--- config.mk ---
export PLATFORM = sky130hd
export DESIGN_NAME = lsu_warp_flat
export DESIGN_NICKNAME = d
export VERILOG_FILES = /design/src/rtl/lsu_pkg.sv /design/src/rtl/lsu_warp_if.sv /design/src/rtl/lsu_lane_select.sv /design/src/rtl/lsu_warp.sv /design/src/flat_wrapper.sv
export SDC_FILE = /design/constraint.sdc
export NUM_CORES = 1
export LEC_CHECK = 0
export BUFFER_PORTS_ARGS = -buffer_cell sky130_fd_sc_hd__buf_2
export CORE_MARGIN = 5
export CORE_UTILIZATION = 51
export CTS_BUF_LIST = sky130_fd_sc_hd__clkbuf_4 sky130_fd_sc_hd__clkbuf_8
export CTS_CLUSTER_SIZE = 10
export DETAILED_ROUTE_END_ITERATION = 8
export HOLD_SLACK_MARGIN = 0.06
export MAX_ROUTING_LAYER = met4
export PLACE_DENSITY = 0.79
export SLEW_MARGIN = 10
export SYNTH_ARGS = -nofsm -noshare
export SYNTH_HDL_FRONTEND = slang
export SYNTH_SLANG_ARGS = --single-unit
--- constraint.sdc ---
create_clock -name clk -period 2.7 [get_ports clk]
set_input_delay 0.405 -clock clk [delete_from_list [all_inputs] [get_ports clk]]
set_output_delay 0.405 -clock clk [all_outputs]
set_load 0.01 [all_outputs]
--- src/rtl/lsu_pkg.sv ---
// Shared types and helpers for the warp load/store unit.
package lsu_pkg;

  typedef enum logic [1:0] {
    IDLE  = 2'd0,
    LOAD  = 2'd1,
    STORE = 2'd2,
    DONE  = 2'd3
  } state_t;

  function automatic int lane_bits(input int threads);
    if (threads > 1) begin
      return $clog2(threads);
    end else begin
      return 1;
    end
  endfunction

endpackage

--- src/rtl/lsu_warp_if.sv ---
// Single data-memory channel shared by all lanes of a warp.
interface lsu_warp_if #(
  parameter int DATA_MEM_ADDR_BITS = 8,
  parameter int DATA_MEM_DATA_BITS = 8
);
  logic                          data_mem_read_valid;
  logic [DATA_MEM_ADDR_BITS-1:0] data_mem_read_address;
  logic                          data_mem_read_ready;
  logic [DATA_MEM_DATA_BITS-1:0] data_mem_read_data;
  logic                          data_mem_write_valid;
  logic [DATA_MEM_ADDR_BITS-1:0] data_mem_write_address;
  logic [DATA_MEM_DATA_BITS-1:0] data_mem_write_data;
  logic                          data_mem_write_ready;

  modport master (
    output data_mem_read_valid, data_mem_read_address,
    input  data_mem_read_ready, data_mem_read_data,
    output data_mem_write_valid, data_mem_write_address, data_mem_write_data,
    input  data_mem_write_ready
  );

  modport slave (
    input  data_mem_read_valid, data_mem_read_address,
    output data_mem_read_ready, data_mem_read_data,
    input  data_mem_write_valid, data_mem_write_address, data_mem_write_data,
    output data_mem_write_ready
  );
endinterface

--- src/rtl/lsu_lane_select.sv ---
// Finds the lowest set bit of a lane mask.
module lsu_lane_select
  import lsu_pkg::*;
#(
  parameter  int THREADS   = 4,
  localparam int LANE_BITS = lane_bits(THREADS)
) (
  input  logic [THREADS-1:0]   mask,
  output logic [LANE_BITS-1:0] idx,
  output logic                 any
);

  // Scan from the top so the lowest set lane is the last one written.
  always_comb begin
    idx = {LANE_BITS{1'b0}};
    any = |mask;
    for (int i = THREADS - 1; i >= 0; i--) begin
      if (mask[i]) begin
        idx = LANE_BITS'(i);
      end else begin
        idx = idx;
      end
    end
  end

endmodule

--- src/rtl/lsu_warp.sv ---
// Warp-wide load/store unit: serialises active lanes onto one memory channel
// in ascending lane order and pulses lsu_done once per warp request.
module lsu_warp
  import lsu_pkg::*;
#(
  parameter int DATA_MEM_ADDR_BITS = 8,
  parameter int DATA_MEM_DATA_BITS = 8,
  parameter int THREADS            = 4
) (
  input  logic                                 clk,
  input  logic                                 reset,
  input  logic                                 load_enable,
  input  logic                                 store_enable,
  input  logic [THREADS-1:0]                   thread_mask,
  input  logic [THREADS*DATA_MEM_ADDR_BITS-1:0] address,
  input  logic [THREADS*DATA_MEM_DATA_BITS-1:0] store_data,
  output logic [THREADS*DATA_MEM_DATA_BITS-1:0] load_data,
  output logic                                 lsu_busy,
  output logic                                 lsu_done,
  lsu_warp_if.master                           mem
);

  localparam int A         = DATA_MEM_ADDR_BITS;
  localparam int D         = DATA_MEM_DATA_BITS;
  localparam int LANE_BITS = lane_bits(THREADS);

  state_t                 state_r, state_nxt_s;
  logic [THREADS-1:0]     pending_r, pending_nxt_s, cur_bit_s, sel_mask_s;
  logic [THREADS*A-1:0]   addr_r, addr_nxt_s;
  logic [THREADS*D-1:0]   sdata_r, sdata_nxt_s, load_data_r, load_data_nxt_s;
  logic [LANE_BITS-1:0]   lane_r, lane_nxt_s, sel_idx_s;
  logic                   sel_any_s, start_s, rd_xfer_s, wr_xfer_s;
  logic                   rvalid_r, rvalid_nxt_s, wvalid_r, wvalid_nxt_s;
  logic [A-1:0]           raddr_r, raddr_nxt_s, waddr_r, waddr_nxt_s;
  logic [D-1:0]           wdata_r, wdata_nxt_s;
  logic                   busy_r, done_r;

  assign start_s   = load_enable | store_enable;
  assign rd_xfer_s = rvalid_r & mem.data_mem_read_ready;
  assign wr_xfer_s = wvalid_r & mem.data_mem_write_ready;
  assign cur_bit_s = THREADS'(1) << lane_r;

  // In IDLE pick from the incoming mask, otherwise from what is left after the current lane.
  always_comb begin
    if (state_r == IDLE) begin
      sel_mask_s = thread_mask;
    end else begin
      sel_mask_s = pending_r & ~cur_bit_s;
    end
  end

  lsu_lane_select #(.THREADS(THREADS)) u_sel (
    .mask (sel_mask_s),
    .idx  (sel_idx_s),
    .any  (sel_any_s)
  );

  // State register.
  always_ff @(posedge clk) begin
    if (!reset) begin
      state_r <= IDLE;
    end else begin
      state_r <= state_nxt_s;
    end
  end

  // Next-state logic.
  always_comb begin
    state_nxt_s = state_r;
    case (state_r)
      IDLE: begin
        if (load_enable) begin
          state_nxt_s = sel_any_s ? LOAD : DONE;
        end else if (store_enable) begin
          state_nxt_s = sel_any_s ? STORE : DONE;
        end else begin
          state_nxt_s = IDLE;
        end
      end
      LOAD: begin
        if (rd_xfer_s && !sel_any_s) begin
          state_nxt_s = DONE;
        end else begin
          state_nxt_s = LOAD;
        end
      end
      STORE: begin
        if (wr_xfer_s && !sel_any_s) begin
          state_nxt_s = DONE;
        end else begin
          state_nxt_s = STORE;
        end
      end
      DONE:    state_nxt_s = IDLE;
      default: state_nxt_s = IDLE;
    endcase
  end

  // Next values of the request latches and the registered memory-side outputs.
  always_comb begin
    pending_nxt_s   = pending_r;
    addr_nxt_s      = addr_r;
    sdata_nxt_s     = sdata_r;
    lane_nxt_s      = lane_r;
    load_data_nxt_s = load_data_r;
    rvalid_nxt_s    = rvalid_r;
    raddr_nxt_s     = raddr_r;
    wvalid_nxt_s    = wvalid_r;
    waddr_nxt_s     = waddr_r;
    wdata_nxt_s     = wdata_r;
    case (state_r)
      IDLE: begin
        if (start_s) begin
          pending_nxt_s = thread_mask;
          addr_nxt_s    = address;
          sdata_nxt_s   = store_data;
          lane_nxt_s    = sel_idx_s;
          if (sel_any_s && load_enable) begin
            rvalid_nxt_s = 1'b1;
            raddr_nxt_s  = address[sel_idx_s*A +: A];
          end else if (sel_any_s) begin
            wvalid_nxt_s = 1'b1;
            waddr_nxt_s  = address[sel_idx_s*A +: A];
            wdata_nxt_s  = store_data[sel_idx_s*D +: D];
          end else begin
            rvalid_nxt_s = 1'b0;
            wvalid_nxt_s = 1'b0;
          end
        end else begin
          pending_nxt_s = pending_r;
        end
      end
      LOAD: begin
        if (rd_xfer_s) begin
          load_data_nxt_s[lane_r*D +: D] = mem.data_mem_read_data;
          pending_nxt_s = pending_r & ~cur_bit_s;
          lane_nxt_s    = sel_idx_s;
          if (sel_any_s) begin
            raddr_nxt_s = addr_r[sel_idx_s*A +: A];
          end else begin
            rvalid_nxt_s = 1'b0;
          end
        end else begin
          rvalid_nxt_s = rvalid_r;
        end
      end
      STORE: begin
        if (wr_xfer_s) begin
          pending_nxt_s = pending_r & ~cur_bit_s;
          lane_nxt_s    = sel_idx_s;
          if (sel_any_s) begin
            waddr_nxt_s = addr_r[sel_idx_s*A +: A];
            wdata_nxt_s = sdata_r[sel_idx_s*D +: D];
          end else begin
            wvalid_nxt_s = 1'b0;
          end
        end else begin
          wvalid_nxt_s = wvalid_r;
        end
      end
      DONE:    pending_nxt_s = pending_r;
      default: pending_nxt_s = pending_r;
    endcase
  end

  // Datapath and output registers.
  always_ff @(posedge clk) begin
    if (!reset) begin
      pending_r   <= {THREADS{1'b0}};
      addr_r      <= {(THREADS*A){1'b0}};
      sdata_r     <= {(THREADS*D){1'b0}};
      lane_r      <= {LANE_BITS{1'b0}};
      load_data_r <= {(THREADS*D){1'b0}};
      rvalid_r    <= 1'b0;
      raddr_r     <= {A{1'b0}};
      wvalid_r    <= 1'b0;
      waddr_r     <= {A{1'b0}};
      wdata_r     <= {D{1'b0}};
      busy_r      <= 1'b0;
      done_r      <= 1'b0;
    end else begin
      pending_r   <= pending_nxt_s;
      addr_r      <= addr_nxt_s;
      sdata_r     <= sdata_nxt_s;
      lane_r      <= lane_nxt_s;
      load_data_r <= load_data_nxt_s;
      rvalid_r    <= rvalid_nxt_s;
      raddr_r     <= raddr_nxt_s;
      wvalid_r    <= wvalid_nxt_s;
      waddr_r     <= waddr_nxt_s;
      wdata_r     <= wdata_nxt_s;
      busy_r      <= (state_nxt_s != IDLE);
      done_r      <= (state_nxt_s == DONE);
    end
  end

  assign load_data                  = load_data_r;
  assign lsu_busy                   = busy_r;
  assign lsu_done                   = done_r;
  assign mem.data_mem_read_valid    = rvalid_r;
  assign mem.data_mem_read_address  = raddr_r;
  assign mem.data_mem_write_valid   = wvalid_r;
  assign mem.data_mem_write_address = waddr_r;
  assign mem.data_mem_write_data    = wdata_r;

endmodule
--- src/flat_wrapper.sv ---
// flat-port wrapper written by rule: the top's interface ports become plain ports
module lsu_warp_flat import lsu_pkg::*;
#(
  parameter int DATA_MEM_ADDR_BITS = 8,
  parameter int DATA_MEM_DATA_BITS = 8,
  parameter int THREADS            = 4
)
  (clk, reset, load_enable, store_enable, thread_mask, address, store_data, load_data, lsu_busy, lsu_done, mem_data_mem_read_valid, mem_data_mem_read_address, mem_data_mem_read_ready, mem_data_mem_read_data, mem_data_mem_write_valid, mem_data_mem_write_address, mem_data_mem_write_data, mem_data_mem_write_ready);
  lsu_warp_if #(.DATA_MEM_ADDR_BITS(DATA_MEM_ADDR_BITS), .DATA_MEM_DATA_BITS(DATA_MEM_DATA_BITS)) mem_i ();
  input  logic clk;
  input  logic reset;
  input  logic load_enable;
  input  logic store_enable;
  input  logic [THREADS-1:0] thread_mask;
  input  logic [THREADS*DATA_MEM_ADDR_BITS-1:0] address;
  input  logic [THREADS*DATA_MEM_DATA_BITS-1:0] store_data;
  output logic [THREADS*DATA_MEM_DATA_BITS-1:0] load_data;
  output logic lsu_busy;
  output logic lsu_done;
  output wire logic [$bits(mem_i.data_mem_read_valid)-1:0] mem_data_mem_read_valid;
  output wire logic [$bits(mem_i.data_mem_read_address)-1:0] mem_data_mem_read_address;
  input wire logic [$bits(mem_i.data_mem_read_ready)-1:0] mem_data_mem_read_ready;
  input wire logic [$bits(mem_i.data_mem_read_data)-1:0] mem_data_mem_read_data;
  output wire logic [$bits(mem_i.data_mem_write_valid)-1:0] mem_data_mem_write_valid;
  output wire logic [$bits(mem_i.data_mem_write_address)-1:0] mem_data_mem_write_address;
  output wire logic [$bits(mem_i.data_mem_write_data)-1:0] mem_data_mem_write_data;
  input wire logic [$bits(mem_i.data_mem_write_ready)-1:0] mem_data_mem_write_ready;
  assign mem_data_mem_read_valid = mem_i.data_mem_read_valid;
  assign mem_data_mem_read_address = mem_i.data_mem_read_address;
  assign mem_i.data_mem_read_ready = mem_data_mem_read_ready;
  assign mem_i.data_mem_read_data = mem_data_mem_read_data;
  assign mem_data_mem_write_valid = mem_i.data_mem_write_valid;
  assign mem_data_mem_write_address = mem_i.data_mem_write_address;
  assign mem_data_mem_write_data = mem_i.data_mem_write_data;
  assign mem_i.data_mem_write_ready = mem_data_mem_write_ready;
  lsu_warp #(.DATA_MEM_ADDR_BITS(DATA_MEM_ADDR_BITS), .DATA_MEM_DATA_BITS(DATA_MEM_DATA_BITS), .THREADS(THREADS)) u_core (.clk(clk), .reset(reset), .load_enable(load_enable), .store_enable(store_enable), .thread_mask(thread_mask), .address(address), .store_data(store_data), .load_data(load_data), .lsu_busy(lsu_busy), .lsu_done(lsu_done), .mem(mem_i));
endmodule
==> results.env, run 1 <==
STATUS='finished, final reports clean'
PERIOD_SHARE_PCT=95.28
CLOCK_SKEW_NS=0.01029
FINAL.FILL_COUNT=1137
WIRELENGTH_MM=18.93
MAX-CAP-VIOLATIONS=0
DIODES=0
GRT_PASS1_VIAS=6255
FINALMAXSLEWVIOLATIONS=0
SYNTH_XOR_XNOR_AREA_SHARE_PCT=0
DRT-WIRELENGTH-PER-CELL_UM=16.64
DPL-INSTANCE-AREA_UM2=7426
AREA.GROWTH.SYNTH_TO_FINAL_PCT=22.18
ANTENNA_VIOLATING_NETS_POST_ROUTE=0
DRT-PASS1-ITER-COUNT=5
FP.DIEAREA_UM2=14910
WORSTPATHREQUIRED_NS=3.01
HIGHEST_FANOUT_SEEN_ON_THE_CRITICAL_PATH=17
FINALSETUPVIOLCOUNT=0
DIEWIDTH_UM=122.1
MIN-DELAY-PATH-CLASS='primary input to flop'
WORST_SETUP_PATH_END_KIND='flop'
SYNTH-COMPOUND-AREA-SHARE_PCT=23.33
GRT_OVERFLOW=0
NUMBER_OF_VIAS_PER_CELL=5.748
SYNTH-SEQ-CELLS=132
TIMING.CRITICAL_PATH.FROM_TYPE='flop'
MAX_FREQ_MHz=388.7
WORST_PATH_CLK_SLEW_NS=0.07
TRITONCTS.NUM_BUFFERS=17
MAXSLEWHEADROOM_PCT=49.75
CTS.SINK_COUNT=132
SYNTH-WARNING-COUNT=0
PORT_BUFFERS=141
SYNTH-EDFF-COUNT=0
FINALINSTANCEAREA_UM2=7830
DETAIL_ROUTE.ITER0.VIOLATIONS=598
BASIC_GATE_SHARE_OF_THE_SYNTHESIZED_AREA_COUNTING_AND_OR_NAND_AND_NOR_CELLS_PCT=21.79
PLACEMENT_ROWS=41
SYNTH_FF_TYPE='sky130_fd_sc_hd__dfxtp_1'
SYNTH_TOP_FAMILY_BY_AREA='compound AO/OA/AOI/OAI gates'
CTS_HOLD_BUFFERS=0
PLACE_WORST_SETUP_SLACK_NS=0.04793
ANTENNA_FOUND_INITIAL=0
POWER_PER_CELL_AREA_nW_PER_UM2=1170
P_TOTAL_mW=9.164
WORST_EP_ARRIVAL_TIME_NS=2.88
ASYNCSETRESETFLOPFRACSYNTH_PCT=0
SYN-MEAN-INSTANCE-AREA_UM2=7.854
CTS.ROOT.BUFFER_CELL='sky130_fd_sc_hd__clkbuf_8'
DIEHEIGHT_UM=122.1
SYNTH_AREA_UM2=6409
SYNTHADDERAREAFRAC_PCT=2.538
DRIVE_GT1_SHARE_PCT=24.84
VDD_DROP_MAX_mV=0.5995
CLKLATENCYLATEPIN_NS=0.45
GRT_FIRST_PASS_WIRELENGTH_MM=29.98
CLOCK_TREE_FROM_TRITONCTS='yes'
SETUP_TNS_NS=0
CLK_PATH_BUF_DEPTH=2
CRITICAL_PATH_CLASS='flop to flop'
HTREEDEPTH=4
SYNTH_CELL_TYPES=48
POSTSYNTHCELLCOUNT=816
ROUTABILITYCONGESTION=0.9259
CORE_REGION_AREA_UM2=12470
TOP_LEVEL_PORTS=142
VIAS=6541
FINAL-HOLD-VIOLATION-COUNT=0
LEAKAGEPOWER_nW=3.185
FINAL_NET_COUNT=1048
YOSYS-MUX-AREA-FRACTION_PCT=6.872
POST-ROUTE-MIN-PERIOD_NS=2.572
DRT_DRC_VIOLATIONS_LEFT=0
GRT_OVERALL_USAGE_PCT=25.94
PLACE_HPWL_MM=13.65
SYN_NETS=911
SETUP_SLACK_NS=0.1275
HOLD_SLACK_NS=0.1995
GRT_START_MAX_NET_PINS=72
SEQ_AREA_FRAC_SYNTH_PCT=41.23
INITIAL_CORE_UTIL_PCT=51.41
WORSTMARGINPINSLEW_NS=0.7538
==> kinds of logic (layout without fill, tap and decap cells) <==
logic type | after synthesis | after routing
buffers and inverters | 66 | 216
AOI/OAI and AO/OA | 245 | 245
adders and majority gates | 13 | 13
and+or+nand+nor | 318 | 318
DFF | 132 | 132
muxes | 42 | 42
==> critical path, stage by stage (launching register included) <==
cell	delay (ns)
sky130_fd_sc_hd__dfxtp_1	0.34
sky130_fd_sc_hd__inv_1	0.06
sky130_fd_sc_hd__ha_2	0.25
sky130_fd_sc_hd__or3b_4	0.44
sky130_fd_sc_hd__a221oi_4	0.29
sky130_fd_sc_hd__o21a_1	0.19
sky130_fd_sc_hd__buf_12	0.17
sky130_fd_sc_hd__mux2_2	0.36
sky130_fd_sc_hd__a32oi_1	0.18
sky130_fd_sc_hd__a41oi_1	0.15
==> sequential cells by signal, indices dropped and copies added (netlist names) <==
register	count
u_core.lane_r	2
u_core.lsu_done	1
u_core.mem.data_mem_write_valid	1
u_core.pending_r	4
u_core.mem.data_mem_write_address	8
u_core.load_data	32
u_core.lsu_busy	1
u_core.state_r	2
u_core.mem.data_mem_read_address	8
u_core.mem.data_mem_read_valid	1
u_core.sdata_r	32
u_core.mem.data_mem_write_data	8
u_core.addr_r	32
==> through the flow <==
step,cells,utilization (%)
6_report,1138,62.81
5_1_grt,1138,62.81
4_1_cts,1136,62.40
3_5_place_dp,1104,59.57
3_3_place_gp,1104,59.57
2_1_floorplan,816,-
==> cells in the mapped netlist (6+ instances only) <==
cell	instances	area share (%)
sky130_fd_sc_hd__inv_1	8	0.47
sky130_fd_sc_hd__nand3_1	42	3.3
sky130_fd_sc_hd__o21ai_0	38	3.0
sky130_fd_sc_hd__o21bai_1	8	0.94
sky130_fd_sc_hd__and2_1	7	0.68
sky130_fd_sc_hd__mux2i_1	26	4.1
sky130_fd_sc_hd__nor2_1	18	1.1
sky130_fd_sc_hd__a41oi_1	16	2.2
sky130_fd_sc_hd__mux2_2	16	2.8
sky130_fd_sc_hd__nand2_1	215	13
sky130_fd_sc_hd__clkbuf_1	42	2.5
sky130_fd_sc_hd__a31oi_1	10	0.98
sky130_fd_sc_hd__dfxtp_1	132	41
sky130_fd_sc_hd__o22a_1	8	1.1
sky130_fd_sc_hd__nor3b_1	6	0.70
sky130_fd_sc_hd__o211ai_1	16	1.9
sky130_fd_sc_hd__a22o_1	8	1.1
sky130_fd_sc_hd__a21oi_1	124	9.7
sky130_fd_sc_hd__ha_1	13	2.5
sky130_fd_sc_hd__buf_2	7	0.55
==> layer usage <==
layer	up-vias	track usage, %	share of wire (%)
met2	274	41.26	47
met5	-	-	0
met1	3070	32.60	43
met3	43	6.500	6.9
li1	3154	-	-
met4	0	8.048	2.5
==> power by group <==
group / total (mW) / switching [mW] / internal (mW)
Clock: 1.50 / 0.727 / 0.772
Combinational: 5.00 / 2.99 / 2.00
Sequential: 2.67 / 0.272 / 2.40
Total: 9.16 / 3.99 / 5.17
==> area by class of cell <==
class | count | area [um^2] | share of cell area (%)
clock buffers | 27 | 327.8 | 4.187
clock inverters | 5 | 25.02 | 0.3196
inverters | 9 | 33.78 | 0.4314
multi-input cells | 618 | 3546 | 45.29
flip-flops and latches | 132 | 2643 | 33.75
well taps | 172 | 215.2 | 2.748
repair buffers | 175 | 1040 | 13.28
==> what timing repair did <==
item	4_1_cts	5_1_grt
setup buffers	0	2
resized for setup	0	7
endpoints found under the setup margin	0	22
==> layout by cell type, fill, tap and decap left out, drive strengths merged, types with 2 or more instances in the layout <==
cell	instances
o22a	8
or3b	2
a21oi	124
o211ai	16
clkinv	5
buf	175
clkbuf	27
inv	9
nand2	216
nor2b	4
and3	2
nand2b	2
nor3	5
mux2i	26
a41oi	16
nor4b	4
dfxtp	132
nor2	19
o21bai	8
ha	13
a31oi	10
a22o	8
nand3	42
mux2	16
o21a	2
or2	2
a32oi	4
and4	5
nor3b	6
and2	7
o21ai	41
==> path summary, 6_finish.rpt <==
kind	start	to	slack, ns	cells past startpoint
worst max-delay path	u_core.state_r[0]	u_core.mem.data_mem_write_address[2]	0.13	9
worst min-delay path	store_data[7]	u_core.sdata_r[7]	0.20	3
worst min register to register	u_core.load_data[18]	u_core.load_data[18]	0.45	2
worst max register to register	u_core.state_r[0]	u_core.mem.data_mem_write_address[2]	0.13	9
Power figures use the tool's default switching activity.
==> run 2: changes to the inputs <==
--- a/config.mk
+++ b/config.mk
@@ -5,6 +5,7 @@
 export SDC_FILE = /design/constraint.sdc
 export NUM_CORES = 1
 export LEC_CHECK = 0
+export ABC_AREA = 1
 export BUFFER_PORTS_ARGS = -buffer_cell sky130_fd_sc_hd__buf_2
 export CORE_MARGIN = 5
 export CORE_UTILIZATION = 51
@@ -13,7 +14,7 @@
 export DETAILED_ROUTE_END_ITERATION = 8
 export HOLD_SLACK_MARGIN = 0.06
 export MAX_ROUTING_LAYER = met4
-export PLACE_DENSITY = 0.79
+export PLACE_DENSITY = 0.78
 export SLEW_MARGIN = 10
 export SYNTH_ARGS = -nofsm -noshare
 export SYNTH_HDL_FRONTEND = slang
==> results.env, run 2 <==
AREA.GROWTH.SYNTH_TO_FINAL_PCT=19.53
SYNTH_AREA_UM2=6599  # +3.0%
R2R_CELLS=13  # +4
POST-ROUTE-MIN-PERIOD_NS=2.420  # -0.1529 ns
NETLIST_TOP_CELLS_COUNT='177 x sky130_fd_sc_hd__nor2_1, 166 x sky130_fd_sc_hd__nand3_1, 164 x sky130_fd_sc_hd__nand2_1, 132 x sky130_fd_sc_hd__dfxtp_1, 100 x sky130_fd_sc_hd__o21ai_0'
CPLARGESTDELAYFAMILY='simple AND/OR/NAND/NOR gates'
GRT_START_MAX_NET_PINS=98  # +36%
WORST_PATH_CLK_SLEW_NS=0.08  # about the same
HTREEDEPTH=4  # unchanged
MAX_FREQ_MHz=413.3  # +6.3%
SEQ_AREA_FRAC_SYNTH_PCT=40.05  # -1.2 points
CP_SLOWEST_CELL='sky130_fd_sc_hd__dfxtp_1'
FINAL_NET_COUNT=1188  # +13%
CTS.ROOT.BUFFER_CELL='sky130_fd_sc_hd__clkbuf_8'
WORST_SETUP_PATH_END_KIND='flop'
SYN_NETS=1075  # +18%
WIRELENGTH_MM=19.56  # +3.3%
CRITICAL_PATH.N_BUFFERS_INVERTERS=4  # +2
SYNTH-WARNING-COUNT=0  # unchanged
GRT_OVERALL_USAGE_PCT=26.82  # +0.89 points
MOSTFREQUENTLAYOUTCELLS='177 x sky130_fd_sc_hd__nor2_1, 166 x sky130_fd_sc_hd__nand3_1, 164 x sky130_fd_sc_hd__nand2_1, 141 x sky130_fd_sc_hd__buf_2, 132 x sky130_fd_sc_hd__dfxtp_1'
TIMING.REG2REG.SETUP_SLACK_NS=0.28  # +0.15 ns
FINALSETUPVIOLCOUNT=0  # unchanged
SETUP_SLACK_NS=0.2804  # +0.1529 ns
RR_ENDPOINT='u_core.mem.data_mem_write_data[3]'
CRIT_TOP_CELL='sky130_fd_sc_hd__nand2_1'
MAX-CAP-VIOLATIONS=0  # unchanged
CLK_PATH_BUF_DEPTH=2  # unchanged
LAYOUT_COMMONEST_CELL='sky130_fd_sc_hd__nor2_1'
DP_CELLS=1246  # +13%
POSTSYNTHCELLCOUNT=980  # +20%
DIEHEIGHT_UM=123.8  # +1.4%
WORSTMARGINPINSLEW_NS=1.200  # +0.4464 ns
PLACE_WORST_SETUP_SLACK_NS=0.2426  # +0.1947 ns
ASYNCSETRESETFLOPFRACSYNTH_PCT=0  # unchanged
MIN_TO='u_core.sdata_r[31]'
SETUP_TNS_NS=0  # unchanged
POWER_PER_CELL_AREA_nW_PER_UM2=925.5  # -21%
YS_TOP_CELLS_BY_AREA='sky130_fd_sc_hd__dfxtp_1 40%, sky130_fd_sc_hd__nand3_1 13%, sky130_fd_sc_hd__nor2_1 10%'
VIAS=6945  # +6.2%
ROUTABILITYCONGESTION=0.8901  # -3.9%
LEAKAGEPOWER_nW=3.867  # +21%
DIEWIDTH_UM=123.8  # +1.4%
MIN-DELAY-PATH-CLASS='primary input to flop'
CORE_REGION_AREA_UM2=12670  # +1.6%
ANTENNA_VIOLATING_NETS_POST_ROUTE=0  # unchanged
CRITICAL_PATH_CLASS='flop to flop'
TRITONCTS.NUM_BUFFERS=17  # unchanged
HIGHEST_FANOUT_SEEN_ON_THE_CRITICAL_PATH=34  # +17
CLOCK_SKEW_NS=0.01362  # +0.003331 ns
FINALMAXSLEWVIOLATIONS=0  # unchanged
PLACE_HPWL_MM=13.02  # -4.6%
GRT_OVERFLOW=0  # unchanged
NUMBER_OF_VIAS_PER_CELL=5.426  # -5.6%
GRT_FIRST_PASS_WIRELENGTH_MM=31.53  # +5.2%
UNREPAIRED_SETUP_ENDPOINTS_AFTER_GLOBAL_ROUTING='false'
TOP_LEVEL_PORTS=142  # unchanged
SYNTH_FF_TYPE='sky130_fd_sc_hd__dfxtp_1'
DRIVE_GT1_SHARE_PCT=18.90  # -5.9 points
NETLIST.TOP_CELL.BY_AREA='sky130_fd_sc_hd__dfxtp_1'
HOLDCRITSTARTPOINT='store_data[31]'
FINAL.FILL_COUNT=1230  # +8.2%
FP.DIEAREA_UM2=15310  # +2.7%
DRT-WIRELENGTH-PER-CELL_UM=15.28  # -8.2%
PLACEMENT_ROWS=41  # unchanged
SYN-MEAN-INSTANCE-AREA_UM2=6.733  # -14%
SYNTH_CELL_TYPES=34  # -29%
CRIT_PATH_CELL_TRACE='inv_1, ha_1, inv_2, nand2_1, o21ai_2, nand2_1, nand2_1, buf_4, nand3_1, nand3_1, nand3_1, nand2_1, inv_1'
PORT_BUFFERS=141  # unchanged
DETAIL_ROUTE.ITER0.VIOLATIONS=873  # +46%
SYNTH_TOP_AREA_SHARE_PCT=40.05  # -1.2 points
TIMING.CRITICAL_PATH.FROM_TYPE='flop'
PERIOD_SHARE_PCT=89.61  # -5.7 points
INITIAL_CORE_UTIL_PCT=52.08  # +0.67 points
TIMING.CRITICAL_PATH.SLOWEST_CELL_DELAY_NS=0.39  # -0.05 ns
STATUS='finished, final reports clean'
WORST_HOLD_PATH.NUM_CELLS=3  # unchanged
WORST_EP_ARRIVAL_TIME_NS=2.77  # -0.11 ns
SYNTH-EDFF-COUNT=0  # unchanged
DRT-PASS1-ITER-COUNT=5  # unchanged
SYNTH-SEQ-CELLS=132  # unchanged
CLKLATENCYLATEPIN_NS=0.45  # about the same
RR_STARTPOINT='u_core.state_r[0]'
MOST_NUMEROUS_CELL_IN_THE_YOSYS_NETLIST='sky130_fd_sc_hd__nor2_1'
STDCELL_COUNT=1280  # +12%
FINAL-HOLD-VIOLATION-COUNT=0  # unchanged
GRT_PASS1_VIAS=6332  # +1.2%
MAXSLEWHEADROOM_PCT=19.99  # -30 points
DRT_DRC_VIOLATIONS_LEFT=0  # unchanged
CTS.SINK_COUNT=132  # unchanged
WORSTPATHREQUIRED_NS=3.05  # +0.04 ns
CLOCK_TREE_FROM_TRITONCTS='yes'
ANTENNA_FOUND_INITIAL=2  # +2
VDD_DROP_MAX_mV=0.4009  # -33%
[run 2: cell count changes after synthesis, sizes merged, moves of 50 or more]
cell / before / now
nor2: 19 / 179
a21oi: 124 / 47
inv: 8 / 71
nand3: 42 / 168
nand2: 216 / 166
o21ai: 41 / 102
[run 2: layer usage]
metal  share of wire, %  GRT usage [%]  vias to the layer above
li1                   -              -                     3445
met1                 43          35.04                     3130
met5                  0              -                        -
met2                 46          41.06                      330
met4                1.9          7.612                        0
met3                9.6          7.175                       40
[run 2: area by class of cell]
type	instances	area, um^2	area share [%]
Tap cell	172	215.2	2.728
Clock buffer	17	234.0	2.966
Inverter	74	280.3	3.553
Clock inverter	15	276.5	3.506
Timing Repair Buffer	159	844.6	10.71
Multi-Input combinational cell	709	3390	42.97
Sequential cell	132	2643	33.50
Antenna cell	2	5.005	0.06345
[run 2: power breakdown]
part	total [mW]	internal [mW]	switching [mW]
Combinational	2.69	0.872	1.82
Clock	2.12	1.29	0.826
Sequential	2.49	2.29	0.201
[run 2: timing repair]
| item | CTS | global route |
|---|---|---|
| setup endpoints to repair | 0 | 5 |
| setup buffers | 0 | 0 |
| resized for setup | 0 | 2 |
| hold buffers | 0 | 0 |
[run 2: worst max path at each step]
stage / start / endpoint / slack, ns / cells past startpoint
6_report: u_core.state_r[0] / u_core.mem.data_mem_write_data[3] / 0.28 / 13
5_1_grt: u_core.state_r[0] / u_core.mem.data_mem_write_address[7] / 0.09 / 14
4_1_cts: u_core.state_r[0] / u_core.mem.data_mem_write_address[6] / 0.23 / 13
3_5_place_dp: u_core.state_r[0] / u_core.mem.data_mem_write_address[6] / 0.24 / 13
3_3_place_gp: u_core.state_r[0] / u_core.mem.data_mem_write_address[7] / 0.32 / 14
2_1_floorplan: u_core.state_r[0] / u_core.mem.data_mem_write_address[0] / 0.72 / 14
[run 2: worst register-to-register path, stage by stage, from the launching register on]
cell and delay, ns:
sky130_fd_sc_hd__dfxtp_1 0.39, sky130_fd_sc_hd__inv_1 0.09, sky130_fd_sc_hd__ha_1 0.27, sky130_fd_sc_hd__inv_2 0.27, sky130_fd_sc_hd__nand2_1 0.12, sky130_fd_sc_hd__o21ai_2 0.09
sky130_fd_sc_hd__nand2_1 0.11, sky130_fd_sc_hd__nand2_1 0.09, sky130_fd_sc_hd__buf_4 0.35, sky130_fd_sc_hd__nand3_1 0.16, sky130_fd_sc_hd__nand3_1 0.14, sky130_fd_sc_hd__nand3_1 0.11
sky130_fd_sc_hd__nand2_1 0.09, sky130_fd_sc_hd__inv_1 0.03
[run 2: cells by family after synthesis]
group | synth area share, %
compound gates | 13.86
fa+ha+maj | 2.465
simple gates | 34.93
flops | 40.05
buf+inv | 8.703
[run 2: per-stage QoR]
stage	utilization (%)	power [mW]	instance area (um^2)	hold WS, ns
2_1_floorplan	-	4.428	6599	0.4549
3_3_place_gp	58.14	5.140	7367	0.4505
3_5_place_dp	58.14	5.168	7367	0.4517
5_1_grt	62.25	7.790	7888	0.1990
4_1_cts	62.17	7.290	7878	0.1866
6_report	62.25	7.300	7888	0.1999
